==> src/rtl/alu_arbiter.sv <==
// Round-robin arbiter sharing one ALU between two requesters.
// The result sits in a one-entry buffer until the consumer takes it.
package constants_pkg;
  typedef enum logic [1:0] {
    ALU_ADD = 2'd0,
    ALU_SUB = 2'd1,
    ALU_AND = 2'd2,
    ALU_OR  = 2'd3
  } alu_sel_e;
endpackage

module alu #(
  parameter int DWIDTH = 8
) (
  input  logic [1:0]        sel_i,
  input  logic [DWIDTH-1:0] op1_i,
  input  logic [DWIDTH-1:0] op2_i,
  output logic [DWIDTH-1:0] res_o
);
  import constants_pkg::*;

  always_comb begin
    res_o = '0;
    unique case (alu_sel_e'(sel_i))
      ALU_ADD: res_o = op1_i + op2_i;
      ALU_SUB: res_o = op1_i - op2_i;
      ALU_AND: res_o = op1_i & op2_i;
      ALU_OR:  res_o = op1_i | op2_i;
    endcase
  end
endmodule

module alu_arbiter #(
  parameter int DWIDTH = 8
) (
  input  logic              clk_i,
  input  logic              rst_ni,
  input  logic              req0_valid_i,
  output logic              req0_ready_o,
  input  logic [1:0]        req0_sel_i,
  input  logic [DWIDTH-1:0] req0_op1_i,
  input  logic [DWIDTH-1:0] req0_op2_i,
  input  logic              req1_valid_i,
  output logic              req1_ready_o,
  input  logic [1:0]        req1_sel_i,
  input  logic [DWIDTH-1:0] req1_op1_i,
  input  logic [DWIDTH-1:0] req1_op2_i,
  output logic              res_valid_o,
  input  logic              res_ready_i,
  output logic [DWIDTH-1:0] res_o,
  output logic              res_id_o,
  output logic              zero_o,
  output logic              neg_o
);
  typedef enum logic {
    EMPTY = 1'b0,
    FULL  = 1'b1
  } buf_state_e;

  buf_state_e        state_q;
  logic              last_q;
  logic [DWIDTH-1:0] res_q;
  logic              res_id_q;
  logic              zero_q;
  logic              neg_q;

  logic              can_accept;
  logic              gnt;
  logic              accept;
  logic [1:0]        alu_sel;
  logic [DWIDTH-1:0] alu_a;
  logic [DWIDTH-1:0] alu_b;
  logic [DWIDTH-1:0] alu_res;

  assign can_accept = (state_q == EMPTY) || res_ready_i;

  always_comb begin
    gnt = 1'b0;
    if (req0_valid_i && req1_valid_i) begin
      gnt = ~last_q;
    end else if (req1_valid_i) begin
      gnt = 1'b1;
    end
  end

  // Readys are held low while in reset so nothing looks accepted.
  assign req0_ready_o = rst_ni && can_accept
                        && req0_valid_i && !gnt;
  assign req1_ready_o = rst_ni && can_accept
                        && req1_valid_i && gnt;
  assign accept = req0_ready_o || req1_ready_o;

  assign alu_sel = gnt ? req1_sel_i : req0_sel_i;
  assign alu_a   = gnt ? req1_op1_i : req0_op1_i;
  assign alu_b   = gnt ? req1_op2_i : req0_op2_i;

  alu #(
    .DWIDTH(DWIDTH)
  ) u_alu (
    .sel_i(alu_sel),
    .op1_i(alu_a),
    .op2_i(alu_b),
    .res_o(alu_res)
  );

  always_ff @(posedge clk_i) begin
    if (!rst_ni) begin
      state_q  <= EMPTY;
      last_q   <= 1'b1;
      res_q    <= '0;
      res_id_q <= 1'b0;
      zero_q   <= 1'b0;
      neg_q    <= 1'b0;
    end else begin
      if (accept) begin
        res_q    <= alu_res;
        res_id_q <= gnt;
        zero_q   <= ~|alu_res;
        neg_q    <= alu_res[DWIDTH-1];
        last_q   <= gnt;
      end
      unique case (state_q)
        EMPTY: if (accept) state_q <= FULL;
        FULL:  if (res_ready_i && !accept) state_q <= EMPTY;
      endcase
    end
  end

  assign res_valid_o = (state_q == FULL);
  assign res_o       = res_q;
  assign res_id_o    = res_id_q;
  assign zero_o      = zero_q;
  assign neg_o       = neg_q;
endmodule

==> config.mk <==
export PLATFORM = sky130hd
export DESIGN_NAME = alu_arbiter
export DESIGN_NICKNAME = d
export VERILOG_FILES = /design/src/rtl/alu_arbiter.sv
export SDC_FILE = /design/constraint.sdc
export NUM_CORES = 1
export LEC_CHECK = 0
export ABC_CLOCK_PERIOD_IN_PS = 4400
export CAP_MARGIN = 30
export CELL_PAD_IN_SITES_DETAIL_PLACEMENT = 1
export CELL_PAD_IN_SITES_GLOBAL_PLACEMENT = 2
export CORE_MARGIN = 10
export CORE_UTILIZATION = 25
export CTS_BUF_LIST = sky130_fd_sc_hd__clkbuf_4 sky130_fd_sc_hd__clkbuf_8
export DETAILED_ROUTE_END_ITERATION = 16
export GPL_ROUTABILITY_DRIVEN = 0
export MAX_ROUTING_LAYER = met4
export PLACE_DENSITY = 0.86
export SYNTH_ARGS = -nofsm -noshare
export SYNTH_HDL_FRONTEND = slang
export SYNTH_SLANG_ARGS = --single-unit
==> constraint.sdc <==
create_clock -name clk_i -period 4.4 [get_ports clk_i]
set_input_delay 0.44 -clock clk_i [delete_from_list [all_inputs] [get_ports clk_i]]
set_output_delay 0.44 -clock clk_i [all_outputs]
set_load 0.1 [all_outputs]
### Word level (Yosys, flattened, before mapping)

Cells that the tools add are included.

* add/sub/neg operators: 2
* equal/unequal tests: 3
* muxes and demuxes: 9
* bitwise operators: 4
* reductions and logical operators: 14

Operators by type and width (count)
* 8-bit one-hot mux with 4 select lines: 1
* 8-bit two-way mux: 2
* 8-bit adder: 1
* 8-bit bitwise AND: 1
* 8-bit bitwise OR: 1
* 8-bit OR reduction: 1
* 8-bit subtractor: 1
* 1-bit logical AND: 7
* 2-bit == test (second input constant): 2
* 1-bit two-way mux: 4
* 1-bit logical NOT: 3
* 2-bit by 1-bit == test with 1-bit output (second input constant): 1
* 2-bit logical NOT: 1
* 1-bit logical OR: 2
* 2-bit two-way mux: 1
* 1-bit NOT: 2
* 1-bit one-hot mux with 2 select lines: 1

* flip-flop bits (word level): 13
* bits of input ports: 41
* output and inout bits: 14

### Logic depth before layout (Yosys ltp)

* depth after elaboration: 10
* mapped depth: 15

### Cells and area by module

A second synthesis with hierarchy kept.

* cells, all modules: 182
* area, all modules: 1486.4 um^2

Modules (own cells, without submodules)
* alu_arbiter: instances 1, cells each 82, area each 744.5 um^2, seq. area each 240.2 um^2
* alu: instances 1, cells each 100, area each 742.0 um^2, seq. area each 0.0 um^2

### Least setup slack after synthesis

No wires, ideal clock.

* path kind: input to output
* from: input req1_valid_i
* to: output req0_ready_o
* data arrival time: 3.303 ns
* path slack: 0.657 ns
* stages on the path: 4
* buffers on the path: 2
* cells stage by stage: a21boi_2 -> clkbuf_1 -> buf_1 -> nor3b_1

* cells in the longest elaborated chain, start to end: 4

RTL lines
* from (decl): RTL line 43 `input logic req1_valid_i,`
* 1-bit two-way mux / 1-bit logical AND (equally long branches): RTL line 81, 79
* 1-bit two-way mux (*): RTL line 79 `if (req0_valid_i && req1_valid_i) begin`
* 1-bit logical NOT (*): RTL line 88 `&& req0_valid_i && !gnt;`
* 1-bit logical AND (*): RTL line 88
* to (decl): RTL line 39 `output logic req0_ready_o,`

Mark *: on every way between the ends. The rest lies on a longest branch, timed or not.

### Worst setup path in the final report

* from: input req0_valid_i
* to: register zero_q (netlist: zero_o)

* cells in the longest elaborated chain, start to end: 7

RTL lines
* from (decl): RTL line 38 `input logic req0_valid_i,`
* 1-bit logical AND: RTL line 79
* 1-bit two-way mux: RTL line 79
* 8-bit two-way mux, or another cell as far along: RTL line 94 `assign alu_a = gnt ? req1_op1_i : req0_op1_i;`
* 8-bit subtractor, or another cell as far along: RTL line 26 `ALU_SUB: res_o = op1_i - op2_i;`
* 8-bit one-hot mux with 4 select lines: RTL line 24 `unique case (alu_sel_e'(sel_i))`
* 8-bit OR reduction: RTL line 118 `zero_q <= ~|alu_res;`
* 1-bit logical NOT: RTL line 118
* to (signal assigned): RTL line 118
* to (decl): RTL line 64 `logic zero_q;`

Parallel ways exist; a longest one is shown, timed or not.
A chain may end at the register's enable or synchronous reset.

==> results.json <==
{
  "fin_util": 0.371,
  "drc": 0,
  "track_usage": 0.113,
  "power.density_nw_per_um2": 279,
  "synth_cells": 214,
  "cts_max_level": 1,
  "ant_nets": 0,
  "clock_sinks": 12,
  "yosysUniqueCellTypes": 56,
  "cts_setup_buffers": 0,
  "yosys_warnings": 0,
  "syn-mean-instance-area_um2": 7.21,
  "cts_resized": 0,
  "clock_skew_ns": 0.00426,
  "critPathKind": "input pin to register",
  "finalSetupViolCount": 0,
  "die_h_um": 98.6,
  "final_nets": 314,
  "yosysTopAreaCell": "dfxtp_1",
  "detailed_place_hpwl_mm": 4.53,
  "holdWs_ns": 0.470,
  "grt_max_degree": 24,
  "r2r_setup_slack_ns": 1.09,
  "drt_iter0_drc": 64,
  "routed_via_density": 5.10,
  "period_minus_slack_ns": 3.73,
  "max_freq_mhz": 268,
  "ys.flop_type": "dfxtp_1",
  "antennaDiodeCount": 0,
  "grt_pass1_wl_mm": 9.14,
  "overflow": 0,
  "max_cap_viol_count": 0,
  "path_clk_slew_ns": 0.05,
  "start_kind": "input pin",
  "core_area_um2": 5960,
  "port_buffers": 54,
  "finalHoldViolations": 0,
  "synth_top_area_share": 0.156,
  "status": "finished, final reports clean",
  "synth_nets": 262,
  "fill_cells": 755,
  "cp.required_ns": 4.58,
  "async_reset_ff_frac": 0,
  "dieArea_um2": 9720,
  "clk_latency_ns": 0.24,
  "layout-drive-gt1-share": 0.0642,
  "area_growth_syn_to_layout_pct": 43.0,
  "cts-hold-fix-buffers": 0,
  "die_w_um": 98.6,
  "ys_ff_latch": 12,
  "rsz0062_at_grt": "false",
  "crit_path_end_kind": "register",
  "routed_wl_mm": 5.44,
  "clockRootBuffer": "clkbuf_8",
  "worst_pin_slew_ns": 0.980,
  "min_period_over_period": 0.849,
  "clock_path_buffers": 2,
  "maxSlewViolCount": 0,
  "ir_drop_mv": 0.178,
  "max-slew-margin-rel": 0.344,
  "syn_area_um2": 1540,
  "antenna_found_initial": 0,
  "start_util": 0.259,
  "cts_made_buffers": 3,
  "p_leak_nw": 0.916,
  "num_io_pins": 55,
  "hold_class": "register to register",
  "ys_seq_area_frac": 0.156,
  "critical_path_arrival_ns": 3.92,
  "drt_first_pass_iters": 4,
  "num_rows": 28,
  "vias": 1733,
  "crit_fanout": 10,
  "cts_tree": "yes",
  "setup_tns_ns": 0,
  "synthTopCellsByArea": "dfxtp_1, nand2_1, a21oi_1, xnor2_1, ha_1",
  "synth_edf_count": 0,
  "routedWlPerCell_um": 16.0,
  "grt_pass1_vias": 1882
}
[report_power, final]
group | switching, mW | internal [mW] | total [mW] | leakage [nW]
Clock | 0.0399 | 0.0790 | 0.119 | 0.0288
Sequential | 0.00572 | 0.119 | 0.124 | 0.0991
Combinational | 0.222 | 0.151 | 0.373 | 0.789
[through the flow]
stage	area, um2	worst slack (ns)	std cells	total power [mW]
after detailed placement	2150	0.423	336	0.503
after floorplan	1540	0.657	214	0.391
final	2210	0.665	340	0.616
after CTS	2210	0.654	340	0.626
after global placement	2150	0.466	336	0.499
after global routing	2210	0.300	340	0.665
[cell usage after synthesis, drive strengths merged (4+ instances only)]
cell type / count
clkbuf: 8
maj3: 6
mux2i: 7
xnor2: 9
nand2b: 4
nor3: 5
o211a: 4
nand2: 40
a21o: 5
nor2b: 6
nor2: 15
dfxtp: 12
ha: 6
o21ai: 15
a21oi: 18
xor2: 6
[flip-flops by register name (all words and copies together), names as in the netlist]
name	cells
last_q	1
res_id_o	1
res_o	8
res_valid_o	1
zero_o	1
[placed cells by master (no fill, tap or decap), types with 2 or more instances in the layout]
cell	n
a21boi_0	2
a21o_1	5
a21oi_1	18
a31oi_1	3
and3b_1	2
buf_4	5
clkbuf_8	4
clkdlybuf4s50_1	53
dfxtp_1	12
ha_1	6
maj3_1	6
mux2_2	2
mux2i_1	6
nand2_1	40
nand2b_1	4
nand3_1	3
nor2_1	15
nor2b_1	6
nor3_1	5
o211a_1	4
o21ai_0	15
or2_2	2
or3_1	2
xnor2_1	9
xor2_1	6
[final timing paths]
path | cells after the start | startpoint | end
setup / recovery | 15 | req0_valid_i | zero_o
hold / removal | 2 | res_o[4] | res_o[4]
setup reg to reg | 14 | last_q | zero_o
hold reg to reg | 2 | res_o[4] | res_o[4]
[critical path, stage by stage]
cell	delay, ns
clkdlybuf4s50_1	0.58
a21bo_1	0.21
mux2i_4	0.40
nand2_1	0.11
xor2_1	0.16
nor2_1	0.09
a21oi_1	0.07
fa_1	0.46
a211o_1	0.31
a31o_2	0.23
a21oi_1	0.16
xnor2_1	0.08
a211oi_1	0.27
and4_1	0.22
a32o_2	0.12
[final cells by class]
| class | instances | area, um2 | area share |
|---|---|---|---|
| clock buffer | 4 | 55.1 | 0.0249 |
| sequential | 12 | 240 | 0.109 |
| timing repair buffer | 58 | 568 | 0.257 |
| multi-input combinational | 190 | 1250 | 0.565 |
| tap | 75 | 93.8 | 0.0425 |
| inverter | 1 | 3.75 | 0.00170 |
[logic make-up after synthesis]
family	Yosys count	share of synthesized area
simple gates	87	0.267
buf+inv	12	0.0365
compound gates	66	0.288
mux	9	0.0681
xor+xnor	15	0.0851
flops	12	0.156
fa+ha+maj	13	0.100
[per-layer routing]
| layer | GRT usage | vias to the layer above | wire length (um) |
|---|---|---|---|
| met3 | 0.0203 | 2 | 246 |
| met5 | - | - | 0 |
| li1 | - | 876 | - |
| met2 | 0.183 | 42 | 2490 |
| met1 | 0.148 | 813 | 2690 |
| met4 | 0.00992 | 0 | 14 |
Note: power is estimated with default switching activity, not from simulation.
==> RTL change 1, RTL diff (config.mk and constraints unchanged) <==
`DWIDTH` is set to 8 in 2 places; all go to 12.
--- a/src/rtl/alu_arbiter.sv
+++ b/src/rtl/alu_arbiter.sv
@@ -11,5 +11,5 @@
 
 module alu #(
-  parameter int DWIDTH = 8
+  parameter int DWIDTH = 12
 ) (
   input  logic [1:0]        sel_i,
@@ -32,5 +32,5 @@
 
 module alu_arbiter #(
-  parameter int DWIDTH = 8
+  parameter int DWIDTH = 12
 ) (
   input  logic              clk_i,
Interface: changed (5 resized); port bits go from 55 to 75. No check against the original RTL was run, so the function may have changed too.
==> RTL change 1 against the unedited design <==
Power grew 53%. First-iteration DRC count grew to 2.5 times the old value. Cell area grew 56%. Count of clock-buffer cells in the layout shrank 1. Area after synthesis rose by 54%. Sequential cell count is 4 higher. Routed wire length increased by 72%. Worst setup slack worse by 360 ps. Critical path type unchanged. Critical endpoint unchanged. Highest routed layer unchanged.
==> RTL change 1: results (changes against the unedited design) <==
* Psw at 0.000450 W (+68%)
* Fraction of area in registers at 9.31% (-1.6 points)
* Total vias in the final route at 2782 (+61%)
* Critical path's top delay family: compound AO/OA/AOI/OAI gates
* Worst path slowest cell: clkdlybuf4s50_1
* Nets@finish at 489 (+56%)
* Ys flop type: dfxtp_1
* Comb power at 0.000670 W (+80%)
* Logic inverters at 4 (+3)
* Area contributors post-synth: dfxtp_1 13%, nand2_1 11%, ha_1 5.3%
* HPWL after detailed placement at 8000 µm (+77%)
* Status: completed
* Share of cells above drive strength 1 at 11.9% (+5.5 points)
* IO Port Bufs at 74 (+37%)
* Data arrival, critical path at 4230 ps (+310 ps)
* All-Layer GR Usage at 13.6% (+2.3 points)
* Fraction of registers with async set/reset at 0% (unchanged)
* Slowest Stage Delay on Critical Path at 520 ps (-60 ps)
* Layout Skew at 1.38 ps (-2.88 ps)
* Post-cts resize count at 0 (unchanged)
* Worst-Margin Slew at 988 ps (+7.25 ps)
* Synthesized area per cell at 7.13 µm² (-1.2%)
* Clock power share at 11.4% (-7.9 points)
* Final non-clock buffer share at 26.9% (+1.2 points)
* Leakage at 1.41 nW (+53%)
* Drt total wl at 9350 µm (+72%)
* CLK BUF at 3 (-1)
* # Post-CTS Setup Buffers at 0 (unchanged)
* Fillers at 1140 (+51%)
* Max reg flops at 12 (+4)
* Comb pwr share at 71.0% (+10 points)
* Crit Path Max Fanout at 5 (-5)
* Largest net degree at the start of global routing at 24 (unchanged)
* Dpl cell area at 3380 µm² (+57%)
* Final clock-cell share at 1.20% (-1.3 points)
* Top cells by count, synth: 67 x nand2_1, 26 x nor2_1, 22 x a21oi_1
* Initial DRT Pass Iterations at 4 (unchanged)
* First-pass GRT wire length at 15600 µm (+70%)
* Root Buffer: clkbuf_8
* Yosys cell types at 67 (+20%)
* Inserted Diodes at 0 (unchanged)
* DR iter-0 viols at 161 (+150%)
* Fraction of area in multi-input gates at 57.4% (+0.95 points)
* Non-Clock Buffer Count at 99 (+71%)
* Worst vdd ir at 0.0919 mV (-48%)
* Syn Nets at 401 (+53%)
* Post-synthesis sequential area ratio at 13.5% (-2.1 points)
* Vias in the first global route at 3082 (+64%)
* Num sequential at 16 (+4)
* Worst min path class: flip-flop to flip-flop
* Worst-Skew Late Latency at 250 ps
* Multi-input gates at 297 (+56%)
[RTL change 1: cell count changes after synthesis, sizes merged, moves of 5 or more]
| cell | change |
|---|---|
| o21ai | +9 |
| nand2 | +28 |
| mux2i | +7 |
| buf | +7 |
| nor2 | +14 |
| nor4 | +5 |
| nand3 | +6 |
[RTL change 1: worst paths after layout]
kind	startpoint	to	slack, ps	cells after the start
setup / recovery	req1_valid_i	zero_o	310	17
hold / removal	res_o[7]	res_o[7]	470	2
setup reg to reg	last_q	zero_o	700	16
hold reg to reg	res_o[7]	res_o[7]	470	2
[RTL change 1: per-layer routing]
| layer | up-vias | GRT usage [%] | wire length [µm] |
|---|---|---|---|
| li1 | 1380 | - | - |
| met4 | 0 | 2.16 | 119 |
| met1 | 1343 | 15.3 | 4050 |
| met5 | - | - | 0 |
| met3 | 11 | 1.34 | 181 |
| met2 | 48 | 25.7 | 5000 |
[RTL change 1: cell families after synthesis]
family          count (synthesis)  share of synthesized area (%)
compound gates                 92                           26.3
xor+xnor                       19                           7.32
fa+ha+maj                      20                           9.91
buf+inv                        20                           4.27
flops                          16                           13.5
mux                            15                           7.22
simple gates                  151                           31.5
[RTL change 1: per-stage QoR]
stage	setup WS [ps]	setup TNS [ps]	hold slack [ps]	std cells	utilization, %
2_1_floorplan	644	0	500	333	-
3_3_place_gp	140	0	460	545	36.6
3_5_place_dp	-3.02	-3.02	464	545	36.6
4_1_cts	269	0	472	548	37.0
5_1_grt	7.38	0	498	548	37.3
6_report	309	0	470	548	37.3
[RTL change 1: worst min-delay path: cells and delay by family, from the launching register on]
kind | cells | cell delay, ps
flip-flops | 1 | 310
AND/OR/NAND/NOR | 1 | 50
AO/OA/AOI/OAI | 1 | 60
==> RTL change 2, RTL diff (config.mk and constraints unchanged) <==
Made on the original files. Reset style: asynchronous (`rst_ni`), changed in one clocked block.
--- a/src/rtl/alu_arbiter.sv
+++ b/src/rtl/alu_arbiter.sv
@@ -104,5 +104,5 @@
   );
 
-  always_ff @(posedge clk_i) begin
+  always_ff @(posedge clk_i or negedge rst_ni) begin
     if (!rst_ni) begin
       state_q  <= EMPTY;
Function: differs if rst_ni is asserted again (counterexample within 4 cycles, from zero or initial values and one cycle with rst_ni low); with rst_ni held inactive, the same outputs for 10 cycles.
==> RTL change 2 against the unedited design <==
Routed wire length up 4.2%. Worst hold slack better by 10 ps. Cell area grew 2.7%. Worst setup slack worse by 180 ps. Power grew 58%. Via count decreased by 1.9%. Area after synthesis increased by 0.32%. Sequential cell count unchanged.
==> RTL change 2: results (changes against the unedited design) <==
* Status: completed
* Initial DRT Pass Iterations at 5 (+1)
* HPWL after detailed placement at 4690 µm (+3.5%)
* Routed length per instance at 17.2 µm (+7.7%)
* Worst hold path endpoint: res_o[6]
* H-Tree Depth at 1 (unchanged)
* Nets@finish at 303 (-3.5%)
* Largest net degree at the start of global routing at 18 (-25%)
* IO Port Bufs at 54 (unchanged)
* Crit Path Max Fanout at 7 (-3)
* DR iter-0 viols at 50 (-22%)
* Share of cells above drive strength 1 at 13.0% (+6.6 points)
* Initial antenna violation count at 0 (unchanged)
* Max Root-Sink Buffers at 2 (unchanged)
* Worst hold slack at 480 ps (+10.0 ps)
* Layout Skew at 2.08 ps (-2.18 ps)
* Hold_sp: res_o[6]
* Post-synthesis sequential area ratio at 19.5% (+3.9 points)
* Post-cts resize count at 0 (unchanged)
* Root Buffer: clkbuf_8
* Post-route insts no fill at 329 (-3.2%)
* Fraction of registers with async set/reset at 100% (+100 points)
* All-Layer GR Usage at 11.7% (+0.39 points)
* Slowest Stage Delay on Critical Path at 520 ps (-60 ps)
* Critical path's top delay family: compound AO/OA/AOI/OAI gates
* Worst min path class: flip-flop to flip-flop
* Yosys cell types at 51 (-8.9%)
* Hold Path Stages at 2 (unchanged)
* Placed insts at 324 (-3.6%)
* # Post-CTS Setup Buffers at 0 (unchanged)
* Num CTS Buffers at 3 (unchanged)
* Worst r2r path cells at 12 (-2)
* Vias in the first global route at 1819 (-3.3%)
* Area contributors post-synth: dfrtp_1 18%, nand2_1 8.0%, mux2i_1 7.1%
* Drt via density at 5.17 (+1.4%)
* Inserted Diodes at 0 (unchanged)
* Setup slack at placement at 251 ps (-172 ps)
* Syn Nets at 240 (-8.4%)
* Startpoint Class: primary input
* R2R Path Start: last_q
* Top cells by count, synth: 33 x nand2_1, 14 x nor2_1, 12 x o21ai_0
* Ys flop type: dfrtp_1
* Clock Pin Slew Worst Setup and Hold Paths at 50 ps (about the same)
* R2R setup slack at 820 ps (-270 ps)
* Worst vdd ir at 0.256 mV (+44%)
* Slew headroom at 34.1% (-0.29 points)
* First-pass GRT wire length at 9320 µm (+2.0%)
* Data arrival, critical path at 4080 ps (+160 ps)
* Reg-to-reg critical path endpoint: zero_o
* Dpl cell area at 2210 µm² (+2.7%)
* Leakage at 0.963 nW (+5.0%)
* Syn Inst Count at 192 (-10%)
* Max reg flops at 8 (unchanged)
RTL change 2: cell count changes after synthesis, moves of 4 or more:
cell      unedited run  this run
mux2_2               2         8
dfrtp_1              0        11
dfxtp_1             12         0
nor2b_1              6         1
a21oi_1             18         8
nand2_1             40        33
xnor2_1              9         3
clkbuf_1             8         3
mux2i_1              6        11
nor3_1               5         9
o211a_1              4         0
RTL change 2: worst max path at each step:
stage / startpoint / endpoint / slack (ps) / cells after the start
after floorplan: req1_valid_i / zero_o / 750 / 14
after global placement: req1_valid_i / zero_o / 410 / 15
after detailed placement: req1_valid_i / res_o[7] / 250 / 15
after CTS: req1_valid_i / zero_o / 490 / 15
after global routing: req1_valid_i / zero_o / 270 / 15
final: req1_valid_i / zero_o / 490 / 15
RTL change 2: cell type report:
| class | instances | area, µm² |
|---|---|---|
| multi-input combinational | 173 | 1210 |
| clock buffer | 4 | 48.8 |
| sequential | 12 | 302 |
| inverter | 1 | 3.75 |
| fill | 727 | 3690 |
| timing repair buffer | 64 | 611 |
| tap | 75 | 93.8 |
RTL change 2: cell families (layout without fill, tap and decap cells):
kind of cell / after synthesis / in the layout / synth area share [%]
simple gates: 80 / 80 / 25.0
compound gates: 45 / 45 / 19.6
mux: 22 / 22 / 15.8
fa+ha+maj: 15 / 15 / 11.4
flops: 12 / 12 / 19.5
xor+xnor: 11 / 11 / 6.22
buf+inv: 7 / 69 / 2.50
RTL change 2: power by group:
group          total, W  internal, W  switching (W)
Sequential     0.000164     0.000145      0.0000193
Clock          0.000111    0.0000701      0.0000413
Combinational  0.000699     0.000234       0.000465
RTL change 2: routing by layer:
layer	wire length [µm]	up-vias	global-route usage, %
met5	0	-	-
met4	84	0	2.87
met3	243	8	1.82
met2	2770	48	19.7
met1	2580	814	14.2
li1	-	830	-
